$ cat src/rtl/rf_sched_pkg.sv
// ---------------------------------------------------------------------------
// rf_sched_pkg
//
// Shared definitions for the register-file port scheduler:
//   - register-file geometry (address width, data width, depth)
//   - scheduler FSM state encoding
//   - wrap_idx helper used for round-robin index arithmetic
//
// No ports; imported by rr_pick and rf_port_sched.
// ---------------------------------------------------------------------------
package rf_sched_pkg;

  localparam int RF_ADDR_W = 5;
  localparam int RF_DATA_W = 32;
  localparam int RF_DEPTH  = 32;

  typedef enum logic [1:0] {
    IDLE  = 2'd0,
    ISSUE = 2'd1,
    RESP  = 2'd2
  } state_t;

  // Wraps an index that is known to be below 2*n back into 0..n-1.
  // A subtract is enough here, so no divider is built for the modulo.
  function automatic int wrap_idx(input int value, input int n);
    return (value >= n) ? (value - n) : value;
  endfunction

endpackage

$ cat src/rtl/rf_port_sched_rr_pick.sv
// ---------------------------------------------------------------------------
// rr_pick
//
// Combinational round-robin picker. Searches the request vector starting at
// index ptr and wrapping around; the first set bit found wins.
//
// Parameters:
//   NREQ   number of requesters
//   ID_W   width of a requester index
// Ports:
//   req     in   NREQ   request vector
//   ptr     in   ID_W   index the search starts from (highest priority)
//   grant   out  NREQ   one-hot grant (all zero when nothing requests)
//   winner  out  ID_W   index of the granted requester
//   any     out  1      at least one request is present
// ---------------------------------------------------------------------------
module rr_pick
  import rf_sched_pkg::*;
#(
  parameter int NREQ = 4,
  parameter int ID_W = $clog2(NREQ)
) (
  input  logic [NREQ-1:0] req,
  input  logic [ID_W-1:0] ptr,
  output logic [NREQ-1:0] grant,
  output logic [ID_W-1:0] winner,
  output logic            any
);

  int idx;

  // Walk the requesters in priority order ptr, ptr+1, ... and stop at the
  // first one that is asking; "any" doubles as the found flag.
  always_comb begin
    grant  = '0;
    winner = '0;
    any    = 1'b0;
    idx    = 0;
    for (int i = 0; i < NREQ; i++) begin
      idx = wrap_idx(int'(ptr) + i, NREQ);
      if (!any && req[idx]) begin
        grant[idx] = 1'b1;
        winner     = ID_W'(idx);
        any        = 1'b1;
      end
    end
  end

endmodule

$ cat src/rtl/rf_port_sched.sv
// ---------------------------------------------------------------------------
// rf_port_sched
//
// Round-robin scheduler sharing a 32x32 register file (two registered read
// ports, one write port) between NREQ requesters. One transaction at a time:
//   IDLE  -> pick a winner, latch its payload
//   ISSUE -> one cycle, pulse req_ready, drive register-file pins
//   RESP  -> reads only, hold the response until rsp_ready
//
// Optional feature macro: RF_ZERO_REG_EN
//   defined   : register 0 reads as zero and writes to it are suppressed
//               (the request is still acknowledged)
//   undefined : register 0 is an ordinary register
//
// Parameters:
//   NREQ  number of requesters (2..8)
//   ID_W  requester id width
// Ports:
//   clk          in   1          system clock, rising edge
//   reset        in   1          asynchronous reset, active low
//   req_valid    in   NREQ       per-requester request valid
//   req_we       in   NREQ       1 = write, 0 = read
//   req_addr_a   in   NREQ*5     read address A / write address
//   req_addr_b   in   NREQ*5     read address B
//   req_wdata    in   NREQ*32    write data
//   req_ready    out  NREQ       one-hot acceptance pulse
//   rsp_valid    out  1          read response valid
//   rsp_id       out  ID_W       requester that issued the read
//   rsp_data_a   out  32         read data for address A
//   rsp_data_b   out  32         read data for address B
//   rsp_ready    in   1          response consumer ready
//   rf_enable    out  1          register-file enable
//   rf_read      out  1          register-file read strobe
//   rf_write     out  1          register-file write strobe
//   rf_o1_addr   out  5          read port 1 address
//   rf_o2_addr   out  5          read port 2 address
//   rf_in_addr   out  5          write port address
//   rf_in        out  32         write data
//   rf_o1        in   32         read port 1 data (registered in the RF)
//   rf_o2        in   32         read port 2 data (registered in the RF)
// ---------------------------------------------------------------------------
module rf_port_sched
  import rf_sched_pkg::*;
#(
  parameter int NREQ = 4,
  parameter int ID_W = $clog2(NREQ)
) (
  input  logic                        clk,
  input  logic                        reset,
  input  logic [NREQ-1:0]             req_valid,
  input  logic [NREQ-1:0]             req_we,
  input  logic [NREQ*RF_ADDR_W-1:0]   req_addr_a,
  input  logic [NREQ*RF_ADDR_W-1:0]   req_addr_b,
  input  logic [NREQ*RF_DATA_W-1:0]   req_wdata,
  output logic [NREQ-1:0]             req_ready,
  output logic                        rsp_valid,
  output logic [ID_W-1:0]             rsp_id,
  output logic [RF_DATA_W-1:0]        rsp_data_a,
  output logic [RF_DATA_W-1:0]        rsp_data_b,
  input  logic                        rsp_ready,
  output logic                        rf_enable,
  output logic                        rf_read,
  output logic                        rf_write,
  output logic [RF_ADDR_W-1:0]        rf_o1_addr,
  output logic [RF_ADDR_W-1:0]        rf_o2_addr,
  output logic [RF_ADDR_W-1:0]        rf_in_addr,
  output logic [RF_DATA_W-1:0]        rf_in,
  input  logic [RF_DATA_W-1:0]        rf_o1,
  input  logic [RF_DATA_W-1:0]        rf_o2
);

  state_t                 state_q;
  state_t                 state_d;
  logic [ID_W-1:0]        ptr_q;
  logic                   enable_q;

  logic                   we_q;
  logic [RF_ADDR_W-1:0]   addr_a_q;
  logic [RF_ADDR_W-1:0]   addr_b_q;
  logic [RF_DATA_W-1:0]   wdata_q;
  logic [ID_W-1:0]        id_q;
  logic [NREQ-1:0]        grant_q;

  logic [NREQ-1:0]        pick_grant;
  logic [ID_W-1:0]        pick_winner;
  logic                   pick_any;

  logic                   in_issue;
  logic                   in_resp;
  logic                   write_allowed;
  logic                   zero_a;
  logic                   zero_b;

  rr_pick #(
    .NREQ (NREQ),
    .ID_W (ID_W)
  ) u_pick (
    .req    (req_valid),
    .ptr    (ptr_q),
    .grant  (pick_grant),
    .winner (pick_winner),
    .any    (pick_any)
  );

  // Next-state logic. ISSUE always lasts a single cycle; only reads
  // continue into RESP, which waits for the consumer.
  always_comb begin
    state_d = state_q;
    case (state_q)
      IDLE:    if (pick_any) state_d = ISSUE;
      ISSUE:   state_d = we_q ? IDLE : RESP;
      RESP:    if (rsp_ready) state_d = IDLE;
      default: state_d = IDLE;
    endcase
  end

  // State, pointer and payload registers. The payload is captured only on
  // the IDLE->ISSUE transition so a requester misbehaving afterwards cannot
  // corrupt the transaction already in flight. The pointer advances past the
  // winner during ISSUE, which is what bounds the wait of every requester.
  always_ff @(posedge clk or negedge reset) begin
    if (!reset) begin
      state_q  <= IDLE;
      ptr_q    <= '0;
      enable_q <= 1'b0;
      we_q     <= 1'b0;
      addr_a_q <= '0;
      addr_b_q <= '0;
      wdata_q  <= '0;
      id_q     <= '0;
      grant_q  <= '0;
    end else begin
      enable_q <= 1'b1;
      state_q  <= state_d;
      if (state_q == IDLE && pick_any) begin
        we_q     <= req_we[pick_winner];
        addr_a_q <= req_addr_a[pick_winner*RF_ADDR_W +: RF_ADDR_W];
        addr_b_q <= req_addr_b[pick_winner*RF_ADDR_W +: RF_ADDR_W];
        wdata_q  <= req_wdata[pick_winner*RF_DATA_W +: RF_DATA_W];
        id_q     <= pick_winner;
        grant_q  <= pick_grant;
      end
      if (state_q == ISSUE) begin
        ptr_q <= ID_W'(wrap_idx(int'(id_q) + 1, NREQ));
      end
    end
  end

  assign in_issue = (state_q == ISSUE);
  assign in_resp  = (state_q == RESP);

`ifdef RF_ZERO_REG_EN
  // Register 0 is hard-wired to zero: never write it, and mask whatever the
  // register file returns for it.
  assign write_allowed = (addr_a_q != '0);
  assign zero_a        = (addr_a_q == '0);
  assign zero_b        = (addr_b_q == '0);
`else
  assign write_allowed = 1'b1;
  assign zero_a        = 1'b0;
  assign zero_b        = 1'b0;
`endif

  // Register-file pins are only non-zero during ISSUE so the bus is quiet
  // whenever no access is taking place.
  always_comb begin
    req_ready  = in_issue ? grant_q : '0;
    rf_enable  = enable_q;
    rf_read    = in_issue & ~we_q;
    rf_write   = in_issue & we_q & write_allowed;
    rf_o1_addr = (in_issue & ~we_q) ? addr_a_q : '0;
    rf_o2_addr = (in_issue & ~we_q) ? addr_b_q : '0;
    rf_in_addr = (in_issue & we_q)  ? addr_a_q : '0;
    rf_in      = (in_issue & we_q)  ? wdata_q  : '0;
  end

  // Response channel. The register file holds its read outputs until the
  // next read, so they can be passed straight through while in RESP.
  always_comb begin
    rsp_valid  = in_resp;
    rsp_id     = in_resp ? id_q : '0;
    rsp_data_a = (in_resp && !zero_a) ? rf_o1 : '0;
    rsp_data_b = (in_resp && !zero_b) ? rf_o2 : '0;
  end

endmodule

$ cat config.mk
export PLATFORM = sky130hd
export DESIGN_NAME = rf_port_sched
export DESIGN_NICKNAME = d
export VERILOG_FILES = /design/src/rtl/rf_sched_pkg.sv /design/src/rtl/rf_port_sched_rr_pick.sv /design/src/rtl/rf_port_sched.sv
export SDC_FILE = /design/constraint.sdc
export NUM_CORES = 1
export LEC_CHECK = 0
export BUFFER_PORTS_ARGS = -buffer_cell sky130_fd_sc_hd__buf_2
export CELL_PAD_IN_SITES_DETAIL_PLACEMENT = 1
export CELL_PAD_IN_SITES_GLOBAL_PLACEMENT = 1
export CORE_AREA = 5 5 137 139
export DETAILED_ROUTE_END_ITERATION = 7
export DIE_AREA = 0 0 142 144
export PLACE_DENSITY = 0.85
export RECOVER_POWER = 50
export SLEW_MARGIN = 20
export SYNTH_ARGS = -nofsm -noshare
export SYNTH_HDL_FRONTEND = slang
export SYNTH_SLANG_ARGS = --single-unit
$ cat constraint.sdc
create_clock -name clk -period 3.3 [get_ports clk]
set_input_delay 0.165 -clock clk [delete_from_list [all_inputs] [get_ports clk]]
set_output_delay 0.165 -clock clk [all_outputs]
set_load 0.005 [all_outputs]
# After elaboration in Yosys (flattened, before gate mapping)
# Cells that the tools add are included.
[word_totals]
regBits = 54
latchBits = 0
ramBits = 0
rom_bits = 0
inputBits = 243
output_inout_bits = 121
wordCells = 110
memories = 0
[classes]
add_sub_neg = 9
multipliers = 1
div = 0
magnitude_cmp = 14
n_eq_ne = 4
shifts = 3
n_mux = 51
n_bitwise = 6
n_reduce_logical = 13
[ops]
columns = ["operator", "count"]
rows = [
  ["two-way mux 32 bit", 7],
  [">= comparator 32 x 1 -> 1 bit (second input constant)", 4],
  ["< comparator 32 x 4 -> 1 bit (second input constant)", 4],
  ["variable part select 128 x 8 -> 32 bit", 1],
  [">= comparator 32 x 4 -> 1 bit (second input constant)", 3],
  ["subtractor 32 x 4 -> 32 bit (second input constant)", 3],
  ["variable part select 20 x 6 -> 5 bit", 2],
  ["two-way mux 4 bit", 5],
  ["two-way mux 2 bit", 9],
  ["two-way mux 1 bit", 17],
  ["two-way mux 5 bit", 3],
  ["bitwise OR 4 bit", 3],
  ["binary-select mux 1 bit (select 2 bit)", 5],
  ["demux 1 bit (select 2 bit)", 4],
  ["logical AND 1 bit", 8],
  ["adder 2 x 1 -> 3 bit (second input constant)", 2],
  ["adder 2 x 2 -> 3 bit (second input constant)", 2],
  ["case mux 2 bit (3 select lines)", 1],
  ["multiplier 2 x 3 -> 5 bit (second input constant)", 1],
  ["!= test 2 bit (second input constant)", 2],
  ["subtractor 2 x 3 -> 4 bit (second input constant)", 1],
  [">= comparator 2 x 3 -> 1 bit (second input constant)", 1],
  [">= comparator 3 bit (second input constant)", 1],
  ["zero test 1 bit", 3],
  ["8 further kinds", 9],
]

# Logic depth before layout (Yosys ltp)
# Gate-level depths: netlist of the first run.
[logic_depth]
word_depth = 17
mapped_depth = 12

# Cells and area by module
# From an unflattened synthesis of the first run, not the netlist that was laid out.
[hier_totals]
cells_unflattened = 350
area_unflattened_um2 = 4446.8
[modules_own_cells]
columns = ["module", "n_inst", "cells_each", "area_each_um2", "seq_area_each_um2"]
rows = [
  ["rf_port_sched", 1, 302, 3986.3, 1351.3],
  ["rr_pick", 1, 48, 460.4, 0.0],
]

# Worst setup path after synthesis of the first run
# Ideal clock, no wire load.
[synth_path]
kind = "flip-flop to flip-flop"
start = "reg ptr_q[0]"
end = "reg addr_a_q[0]"
t_arrival_ps = 2586
required_ps = 3158
slack_ps = 571
path_stages_with_launch = 13
path_buffers = 4
period_less_slack_ps = 2729
path_cell_list = "dfrtp_1 > buf_2 > inv_1 > ha_1 > mux4_2 > nor2b_4 > o21ai_1 > o21ai_2 > buf_6 > buf_12 > buf_12 > mux2i_1 > o221ai_1"
[synth_via]
elab_chain_cells = 17
elab_cells_between_ends = 44
classes_between = "add/sub: 7; mul: 1; order compare: 4; shift: 1; mux: 24; reduce/logical: 7"
[synth_rtl]
columns = ["element", "line", "rtl"]
rows = [
  ["start: declaration", "rf_port_sched.sv:74", "logic [ID_W-1:0] ptr_q;"],
  ["start signal: assignment", "rf_port_sched.sv:144", "ptr_q <= ID_W'(wrap_idx(int'(id_q) + 1, NREQ));"],
  ["parallel branches: the longest is 17 deep, another holds subtractor 32 x 4 -> 32 bit", "-", ""],
  ["end signal: assignment", "rf_port_sched.sv:137", "addr_a_q <= req_addr_a[pick_winner*RF_ADDR_W +: RF_ADDR_W];"],
  ["end: declaration", "rf_port_sched.sv:78", "logic [RF_ADDR_W-1:0] addr_a_q;"],
]
# Parallel ways; which one is timed is not known. The select of a mux whose other input is x is not followed.
# A chain may end at the register's enable or synchronous reset.

# Final worst setup path of the first run
[layout_path]
start = "reg state_q[1]"
end = "out rf_in[13]"
[layout_via]
elab_chain_cells = 3
[layout_rtl]
columns = ["element", "line", "rtl"]
rows = [
  ["start: declaration", "rf_port_sched.sv:72", "state_t state_q;"],
  ["start signal: assignment", "rf_port_sched.sv:134", "state_q <= state_d;"],
  ["equality test 2 x 1 -> 1 bit", "rf_port_sched.sv:149", "assign in_issue = (state_q == ISSUE);"],
  ["AND 1 bit", "rf_port_sched.sv:174", "rf_in = (in_issue & we_q) ? wdata_q : '0;"],
  ["two-way mux 32 bit", "rf_port_sched.sv:174", ""],
  ["end: declaration", "rf_port_sched.sv:67", "output logic [RF_DATA_W-1:0] rf_in,"],
]
# No other way between the ends.

==> results of run 1 <==
[how the worst max path moves through the flow]
stage | to | slack (ns) | start
4_1_cts | addr_b_q[3] | 0.09 | ptr_q[1]
5_1_grt | wdata_q[5] | 0.01 | ptr_q[1]
3_3_place_gp | addr_b_q[3] | 0.24 | ptr_q[1]
3_5_place_dp | addr_b_q[3] | 0.10 | ptr_q[1]
6_report | rf_in[13] | 0.18 | state_q[1]
2_1_floorplan | addr_a_q[0] | 0.57 | ptr_q[0]
[area by class of cell]
cell class	count	area share
Multi-Input combinational cell	364	0.419
Tap cell	229	0.0443
Sequential cell	54	0.209
Clock buffer	6	0.0199
Clock inverter	2	0.00213
Timing Repair Buffer	379	0.301
Antenna cell	3	0.00116
Inverter	5	0.00290
[stage by stage]
step	hold WS (ns)	power, µW	util
2_1_floorplan	-0.131	3900	-
6_report	0.175	5630	0.369
3_5_place_dp	0.385	5050	0.361
4_1_cts	0.0501	5620	0.370
5_1_grt	0.165	6070	0.368
3_3_place_gp	0.366	4890	0.361
[critical path: cells and delay by family, from the launching register on]
family	cells	cell delay, ns
simple gates	2	1.40
buf+inv	2	0.83
flops	1	0.41
[timing repair]
| item | 4_1_cts | 5_1_grt |
|---|---|---|
| endpoints found under the setup margin | 0 | 23 |
| hold buffers | 0 | 0 |
| setup buffers | 0 | 4 |
[sequential cells by signal, summed over array words and instances (netlist names)]
register / count
state_q: 2
grant_q: 4
rf_enable: 1
we_q: 1
id_q: 2
addr_b_q: 5
wdata_q: 32
addr_a_q: 5
ptr_q: 2
[power groups by stage]
stage / Clock, µW / Sequential (µW) / Combinational (µW)
2_1_floorplan: 0 / 1140 / 2760
3_3_place_gp: 0 / 1210 / 3680
3_5_place_dp: 0 / 1230 / 3820
4_1_cts: 573 / 1220 / 3830
5_1_grt: 604 / 1250 / 4210
6_report: 557 / 1220 / 3860
[per-layer routing]
metal	up-vias	wire (µm)	global-route usage
met4	4	360	0.0500
met2	265	11800	0.374
met1	2509	7870	0.219
met5	-	25	0
li1	2369	-	-
met3	28	1760	0.0519
[cell usage after synthesis (2+ instances only)]
cell / instances / area share
buf_12: 4 / 0.019
buf_4: 3 / 0.0052
mux2i_1: 86 / 0.20
and2_1: 81 / 0.12
buf_2: 6 / 0.0069
a22oi_1: 4 / 0.0069
nor2b_1: 3 / 0.0043
clkbuf_4: 2 / 0.0035
ha_1: 8 / 0.023
and3_1: 37 / 0.053
clkbuf_1: 27 / 0.023
nand2_1: 56 / 0.049
a21oi_1: 3 / 0.0035
o21ai_1: 2 / 0.0023
dfrtp_1: 54 / 0.31
nand3_1: 3 / 0.0035
nor2_1: 8 / 0.0069
a221oi_1: 5 / 0.010
o21ai_0: 5 / 0.0058
nand2b_1: 2 / 0.0029
mux4_2: 2 / 0.010
inv_1: 5 / 0.0043
o221ai_1: 43 / 0.087
[cell families (layout without fill, tap and decap cells)]
family,count (synthesis),in the layout,synth area share
compound gates,68,68,0.131
xor+xnor,1,1,0.00202
fa+ha+maj,8,8,0.0231
buf+inv,48,392,0.0645
flops,54,54,0.312
mux,90,90,0.218
other cells,1,4,0.000866
simple gates,196,196,0.248
==> results.cfg, run 1 <==
[sta]
rsz0062_at_grt = false
timing.final.crit_share = 0.946
slew_viol_final = 62
fmax_mhz = 320
slew-limit-headroom = -0.601
tns_ns = 0
fin_worst_skew_ns = 0.00883
fin_ws_ns = 0.178
setup_viol = 0
period_needed_ns = 3.12
tightest_slew_ns = 2.40
hold_viol_final = 0

[detailed_routing]
drt_pass1_iterations = 4
ant_nets = 0
wire_per_inst_um = 20.9
drt_iter0_drc = 196
drc = 0
viasPerCell = 4.97
num_vias = 5175
drt_wl_total_um = 21800

[finish]
layout_commonest_cell = buf_2
final_nets = 1060
syn_to_final_growth_pct = 49.4
regArea_um2 = 1350
layout_common_cells = buf_2 (328), mux2i_1 (86), and2_1 (71)
drive_gt1_frac = 0.442
stdcell_area_um2 = 6470
final_cells = 1042
nFillCells = 2222
multi_input_area_um2 = 2710

[place]
dp_cells = 1027
hpwl_um = 17500
post-place-ws_ns = 0.104
place_area_um2 = 6340
portBuffers = 363
place_congestion = 0.856

[setup_path]
r2r-end = wdata_q[5]
r2r_slack_ns = 0.26
cp-end-kind = output pin
cp-start-kind = flip-flop
crit_chain = nor2b_1, clkbuf_2, and3_1, buf_2
critPathKind = reg2out
cp_max_fo = 28
r2r_cells = 8
crit_required_ns = 3.13
crit_arrival_ns = 2.96
critPathMaxStageDelay_ns = 1.14
cp_slowest_cell = nor2b_1
worstReg2RegStart = ptr_q[1]

[outcome]
status = finished with violations
violations = max-capacitance violations, max-slew violations

[pwr]
internal_power_uw = 3020
ir_drop_mv = 0.387
seqPwrFrac = 0.216
leakage_uw = 0.00367
combinationalPowerShare = 0.685
swShare = 0.464
power_density_nw_per_um2 = 871
pwr-share-clk = 0.099
switchingPower_uw = 2610

[grt]
antenna_found_initial = 8
overflow = 0
grt_first_pass_wirelength_um = 31200
grt_pass1_vias = 5238
track_usage = 0.197
grt_max_degree = 53

[floorplan]
die_w_um = 142
rows = 49
pin_count = 364
die_height_um = 144
core_area_um2 = 17500
die_area_um2 = 20400
initial_core_util = 0.247

[synthesis]
synth.ff_latch_count = 54
avgSynthCellArea_um2 = 9.29
async_flop_share = 1.00
synth_edf_count = 0
synth_ff_type = dfrtp_1
ys_seq_area_frac = 0.312
syn_nets = 717
synth_cell_types = 40
synthesis.area_um2 = 4330
synth_cells = 466
yosysWarnings = 0

[hold_path]
hold_class = in2reg
hp-start = req_wdata[10]
min_path_cells = 3
whs_endpoint = wdata_q[10]

[cts]
clk_pin_slew_worst_paths_ns = 0.08
clock_path_buffers = 2
numClockSinks = 54
clk_latency_ns = 0.30
cts_inserted_buffers = 5
cts_tree = yes
htree_levels = 2
cts_resized = 0
root_buffer = clkbuf_16

[flow_run]
maxCapViolations = 2
(Power assumes the default switching activity.)
==> inputs of run 2 (changes only) <==
--- a/config.mk
+++ b/config.mk
@@ -11,6 +11,7 @@
 export CORE_AREA = 5 5 137 139
 export DETAILED_ROUTE_END_ITERATION = 7
 export DIE_AREA = 0 0 142 144
+export HOLD_SLACK_MARGIN = 0.08
 export PLACE_DENSITY = 0.85
 export RECOVER_POWER = 50
 export SLEW_MARGIN = 20
==> constraint.sdc (replaced) <==
create_clock -name clk -period 3.25 [get_ports clk]
set_input_delay 0.1625 -clock clk [delete_from_list [all_inputs] [get_ports clk]]
set_output_delay 0.1625 -clock clk [all_outputs]
set_load 0.005 [all_outputs]
==> results.cfg, run 2 (same netlist as run 1, synthesis figures left out) <==
[outcome]
status = finished with violations
violations = max-capacitance violations, max-slew violations

[finish]
top_regs = wdata_q x32, addr_a_q x5, addr_b_q x5
multi_input_area_um2 = 2710
regArea_um2 = 1350
largest_register = wdata_q
final_nets = 1058
layout_commonest_cell = buf_2
diodes = 0
layout_common_cells = buf_2 (334), mux2i_1 (86), and2_1 (57)
largest_reg_flops = 32
final_cells = 1037
nFillCells = 2194
syn_to_final_growth_pct = 49.9
drive_gt1_frac = 0.447

[pwr]
ir_drop_mv = 0.364
power_density_nw_per_um2 = 885
leakage_uw = 0.00369

[cts]
cts_inserted_buffers = 5
numClockSinks = 54
clk_latency_ns = 0.30
htree_levels = 2
root_buffer = clkbuf_16
clk_pin_slew_worst_paths_ns = 0.07
cts_tree = yes
clock_path_buffers = 2

[setup_path]
critPathKind = reg2out
cp-start-kind = flip-flop
crit_arrival_ns = 2.77
crit_required_ns = 3.09
r2r_cells = 9
cp_max_fo = 22
cp-end-kind = output pin

[grt]
grt_pass1_vias = 5400
grt_max_degree = 45
track_usage = 0.199
grt_first_pass_wirelength_um = 31200
overflow = 0
antenna_found_initial = 5

[flow_run]
maxCapViolations = 3

[detailed_routing]
wire_per_inst_um = 21.2
drc = 0
met2_length_um = 11800
ant_nets = 0
drt_pass1_iterations = 4
met3_length_um = 1550
route.top_layer_used = met5
num_vias = 5123
viasPerCell = 4.94
drt_wl_total_um = 22000
drt_iter0_drc = 153
wl_met1_um = 7920

[sta]
slew_viol_final = 81
rsz0062_at_grt = false
setup_viol = 0
tns_ns = 0
slew-limit-headroom = -0.189
period_needed_ns = 2.94
tightest_slew_ns = 1.78
fin_worst_skew_ns = 0.0105
fmax_mhz = 341
hold_viol_final = 0
timing.final.crit_share = 0.903

[floorplan]
die_height_um = 144
pin_count = 364
die_area_um2 = 20400
initial_core_util = 0.247
rows = 49
core_area_um2 = 17500
die_w_um = 142

[place]
portBuffers = 363
place_congestion = 0.866
dp_cells = 1026
hpwl_um = 17600

[hold_path]
min_path_cells = 3
hold_class = in2reg
==> run 2: cell count changes in the layout (fill, tap and decap cells not counted), moves of 2 or more <==
cell | before | now
and2_0 | 10 | 24
and2_1 | 71 | 57
buf_2 | 328 | 334
buf_4 | 9 | 7
diode_2 | 3 | 0
clkbuf_1 | 37 | 30
==> run 2: power breakdown <==
part | switching [µW] | total (µW) | internal [µW]
logic | 2150 | 3880 | 1730
registers | 217 | 1230 | 1010
clock network | 265 | 630 | 365
total | 2630 | 5740 | 3110
==> run 2: per-layer routing <==
layer	vias up	track usage
met5	-	0
met4	2	0.0657
met3	48	0.0493
met2	258	0.377
met1	2457	0.216
li1	2358	-
==> run 2: worst max-delay path, cell delays in order (launching register included) <==
cell and delay (ns):
dfrtp_1 0.39, nor2b_1 1.34, nor2b_1 0.24, buf_4 0.22, and2_1 0.15, buf_2 0.13
==> run 2: worst paths after layout <==
kind / start / endpoint / slack (ns)
max: state_q[1] / rf_o2_addr[2] / 0.31
min: rsp_ready / state_q[1] / 0.17
max reg2reg: ptr_q[1] / we_q / 0.32
min reg2reg: grant_q[2] / grant_q[2] / 0.47
max in group asynchronous: reset / grant_q[2] / 0.93
min in group asynchronous: reset / addr_a_q[4] / 0.78
==> run 2: final cells by class <==
type,count,share of cell area
Clock inverter,2,0.00579
Inverter,5,0.00289
Clock buffer,6,0.0199
Sequential cell,54,0.208
Multi-Input combinational cell,364,0.418
Timing Repair Buffer,377,0.301
Tap cell,229,0.0442
==> run 2: repair_timing <==
item	in CTS	in global routing
hold endpoints to repair	25	0
hold buffers	1	0
setup buffers	0	1
setup endpoints to repair	0	7
gates resized for setup	0	1
==> run 2: stage by stage <==
step	hold slack (ns)	setup WS, ns	util	total power [µW]	cell area (µm²)
floorplan	-0.133	0.521	-	3960	4330
global placement	0.224	0.307	0.361	4930	6330
detailed placement	0.217	0.126	0.361	5090	6330
CTS	0.164	0.121	0.371	5740	6510
global route	0.162	0.0549	0.370	6200	6490
finish	0.167	0.315	0.370	5740	6490
==> inputs of run 3 (changes only) <==
--- a/config.mk
+++ b/config.mk
@@ -5,16 +5,16 @@
 export SDC_FILE = /design/constraint.sdc
 export NUM_CORES = 1
 export LEC_CHECK = 0
+export ABC_AREA = 1
 export BUFFER_PORTS_ARGS = -buffer_cell sky130_fd_sc_hd__buf_2
 export CELL_PAD_IN_SITES_DETAIL_PLACEMENT = 1
 export CELL_PAD_IN_SITES_GLOBAL_PLACEMENT = 1
-export CORE_AREA = 5 5 137 139
+export CORE_MARGIN = 5
+export CORE_UTILIZATION = 27
 export DETAILED_ROUTE_END_ITERATION = 7
-export DIE_AREA = 0 0 142 144
 export HOLD_SLACK_MARGIN = 0.08
-export PLACE_DENSITY = 0.85
+export PLACE_DENSITY = 0.9
 export RECOVER_POWER = 50
-export SLEW_MARGIN = 20
 export SYNTH_ARGS = -nofsm -noshare
 export SYNTH_HDL_FRONTEND = slang
 export SYNTH_SLANG_ARGS = --single-unit
==> constraint.sdc (replaced) <==
create_clock -name clk -period 3.05 [get_ports clk]
set_input_delay 0.1525 -clock clk [delete_from_list [all_inputs] [get_ports clk]]
set_output_delay 0.1525 -clock clk [all_outputs]
set_load 0.005 [all_outputs]
==> results.cfg, run 3 <==
[outcome]
status = finished with violations
violations = max-capacitance violations, max-slew violations

[setup_path]
cp-end-kind = flip-flop
critPathMaxStageDelay_ns = 0.54
crit_arrival_ns = 2.93
crit_required_ns = 3.28
critPathKind = reg2reg
r2r_slack_ns = 0.35
crit_chain = inv_2, ha_1, inv_1, nand2_1, nand2_2, nor2_4, nand2_1, nand2_1, o21ai_4, nor2_4, nand3b_1, nand3_1
cp_max_fo = 26
startpoint = ptr_q[1]
r2r_cells = 12
cpMostUsedCell = nand2_1
cp-start-kind = flip-flop
path_delay_family = simple AND/OR/NAND/NOR gates
crit_path_end = wdata_q[17]
r2r-end = wdata_q[17]
worstReg2RegStart = ptr_q[1]
critical_path_depth = 12
cp_slowest_cell = nor2_4
crit_buf_inv = 2

[floorplan]
rows = 51
pin_count = 364
die_height_um = 151
initial_core_util = 0.276
core_area_um2 = 19600
die_w_um = 151
die_area_um2 = 22900

[cts]
cts_inserted_buffers = 5
cts_setup_buffers = 0
numClockSinks = 54
clk_pin_slew_worst_paths_ns = 0.08
clk_latency_ns = 0.30
root_buffer = clkbuf_16
clock_path_buffers = 2
cts_tree = yes
htree_levels = 2

[synthesis]
synth.ff_latch_count = 54
synthTopCellsByArea = dfrtp_1 (25%), inv_1 (17%), nand2_1 (15%)
ys_seq_area_frac = 0.250
synthesis.area_um2 = 5400
synth_most_common_cell = inv_1
synth_edf_count = 0
synth_ff_type = dfrtp_1
synth_area_leader_cell = dfrtp_1
yosysWarnings = 0
async_flop_share = 1.00
yosysTopAreaCellShare = 0.250
syn_nets = 1200
synth_cell_types = 35
avgSynthCellArea_um2 = 5.69
synth_cells = 949
yosys-top-cells-count = inv_1 (249), nand2_1 (216), nor2_1 (148), nand3_1 (93), dfrtp_1 (54)

[grt]
grt_pass1_vias = 7375
overflow = 0
antenna_found_initial = 1
track_usage = 0.195
grt_max_degree = 69
grt_first_pass_wirelength_um = 35600

[finish]
drive_gt1_frac = 0.283
multi_input_area_um2 = 2860
syn_to_final_growth_pct = 39.4
largest_reg_flops = 32
final_cells = 1551
largest_register = wdata_q
layout_commonest_cell = buf_2
layout_common_cells = buf_2 (307), inv_1 (249), nand2_1 (216)
diodes = 0
regArea_um2 = 1350
nFillCells = 2798
final_util = 0.385
stdcell_area_um2 = 7530
final_nets = 1536
top_regs = wdata_q x32, addr_a_q x5, addr_b_q x5

[pwr]
power_density_nw_per_um2 = 1090
ir_drop_mv = 0.660
leakage_uw = 0.00486

[sta]
timing.final.crit_share = 0.887
whs_ns = 0.155
period_needed_ns = 2.70
fin_worst_skew_ns = 0.00730
slew-limit-headroom = -0.431
rsz0062_at_grt = false
hold_viol_final = 0
setup_viol = 0
tightest_slew_ns = 2.15
tns_ns = 0
slew_viol_final = 37
fmax_mhz = 370

[place]
dp_cells = 1541
place_congestion = 0.895
hpwl_um = 19200
place_area_um2 = 7430
portBuffers = 363

[detailed_routing]
drt_pass1_iterations = 4
ant_nets = 0
drc = 0
num_vias = 6960
wire_per_inst_um = 15.2
drt_wl_total_um = 23600
drt_iter0_drc = 190
viasPerCell = 4.49

[hold_path]
hold_class = in2reg

[flow_run]
maxCapViolations = 1
## run 3: changes by cell type in the layout (fill, tap and decap cells not counted), moves of 22 or more
cell      previous run  this run
nand3_1              3        93
o221ai_1            43         0
nor2_1               8       148
nand4_1              0        34
mux2i_1             86         0
buf_2              334       307
nand2_1             55       216
clkbuf_1            30        53
inv_1                5       249
and3_1              37         0
nand3b_1             0        22
and2_1              57         0
and2_0              24         0
## run 3: what timing repair did
item,4_1_cts,5_1_grt
hold buffers,2,0
endpoints found under the setup margin,0,4
gates resized for setup,0,1
hold endpoints to repair,36,0
## run 3: tightest hold or removal path: cells and delay by family
| family | cells | cell delay (ns) |
|---|---|---|
| AND/OR/NAND/NOR | 3 | 0.20 |
| buffers and inverters | 1 | 0.07 |
## run 3: how the worst min path moves through the flow
stage | startpoint | to | slack (ns) | cells past startpoint
after floorplan | reset | addr_a_q[0] | -0.14 | 0
after global placement | reset | rf_enable | 0.33 | 1
after detailed placement | reset | rf_enable | 0.34 | 1
after CTS | req_wdata[57] | wdata_q[25] | 0.15 | 4
after global routing | req_wdata[57] | wdata_q[25] | 0.16 | 4
final | req_wdata[57] | wdata_q[25] | 0.16 | 4
## run 3: power by group
group | internal (µW) | total (µW) | switching (µW) | leakage [µW]
Clock | 327 | 598 | 271 | 0.0000739
Combinational | 2120 | 6270 | 4150 | 0.00412
Sequential | 1120 | 1340 | 225 | 0.000661
Total | 3570 | 8210 | 4640 | 0.00486
## run 3: metrics by stage
stage | setup slack [ns] | total power [µW]
finish | 0.346 | 8210
global route | 0.0911 | 9140
CTS | 0.230 | 8390
detailed placement | 0.249 | 7730
global placement | 0.404 | 7490
floorplan | 0.769 | 5890
## run 3: final cells by class
cell class	count	share of cell area
clock inverter	1	0.000664
inverter	253	0.127
clock buffer	7	0.0189
tap	265	0.0440
sequential	54	0.180
multi-input combinational	594	0.380
timing repair buffer	377	0.250
## run 3: metal layers
layer	vias up	track usage	routed length (µm)
met5	-	0	13
met4	2	0.0394	352
met3	24	0.0443	1830
met2	259	0.387	12700
met1	3233	0.209	8800
li1	3442	-	-
## run 3: kinds of logic after synthesis
logic type,share of synthesized area
buf+inv,0.222
simple gates,0.478
fa+ha+maj,0.0185
flops,0.250
compound gates,0.0292
xor+xnor,0.00162
other cells,0.000694
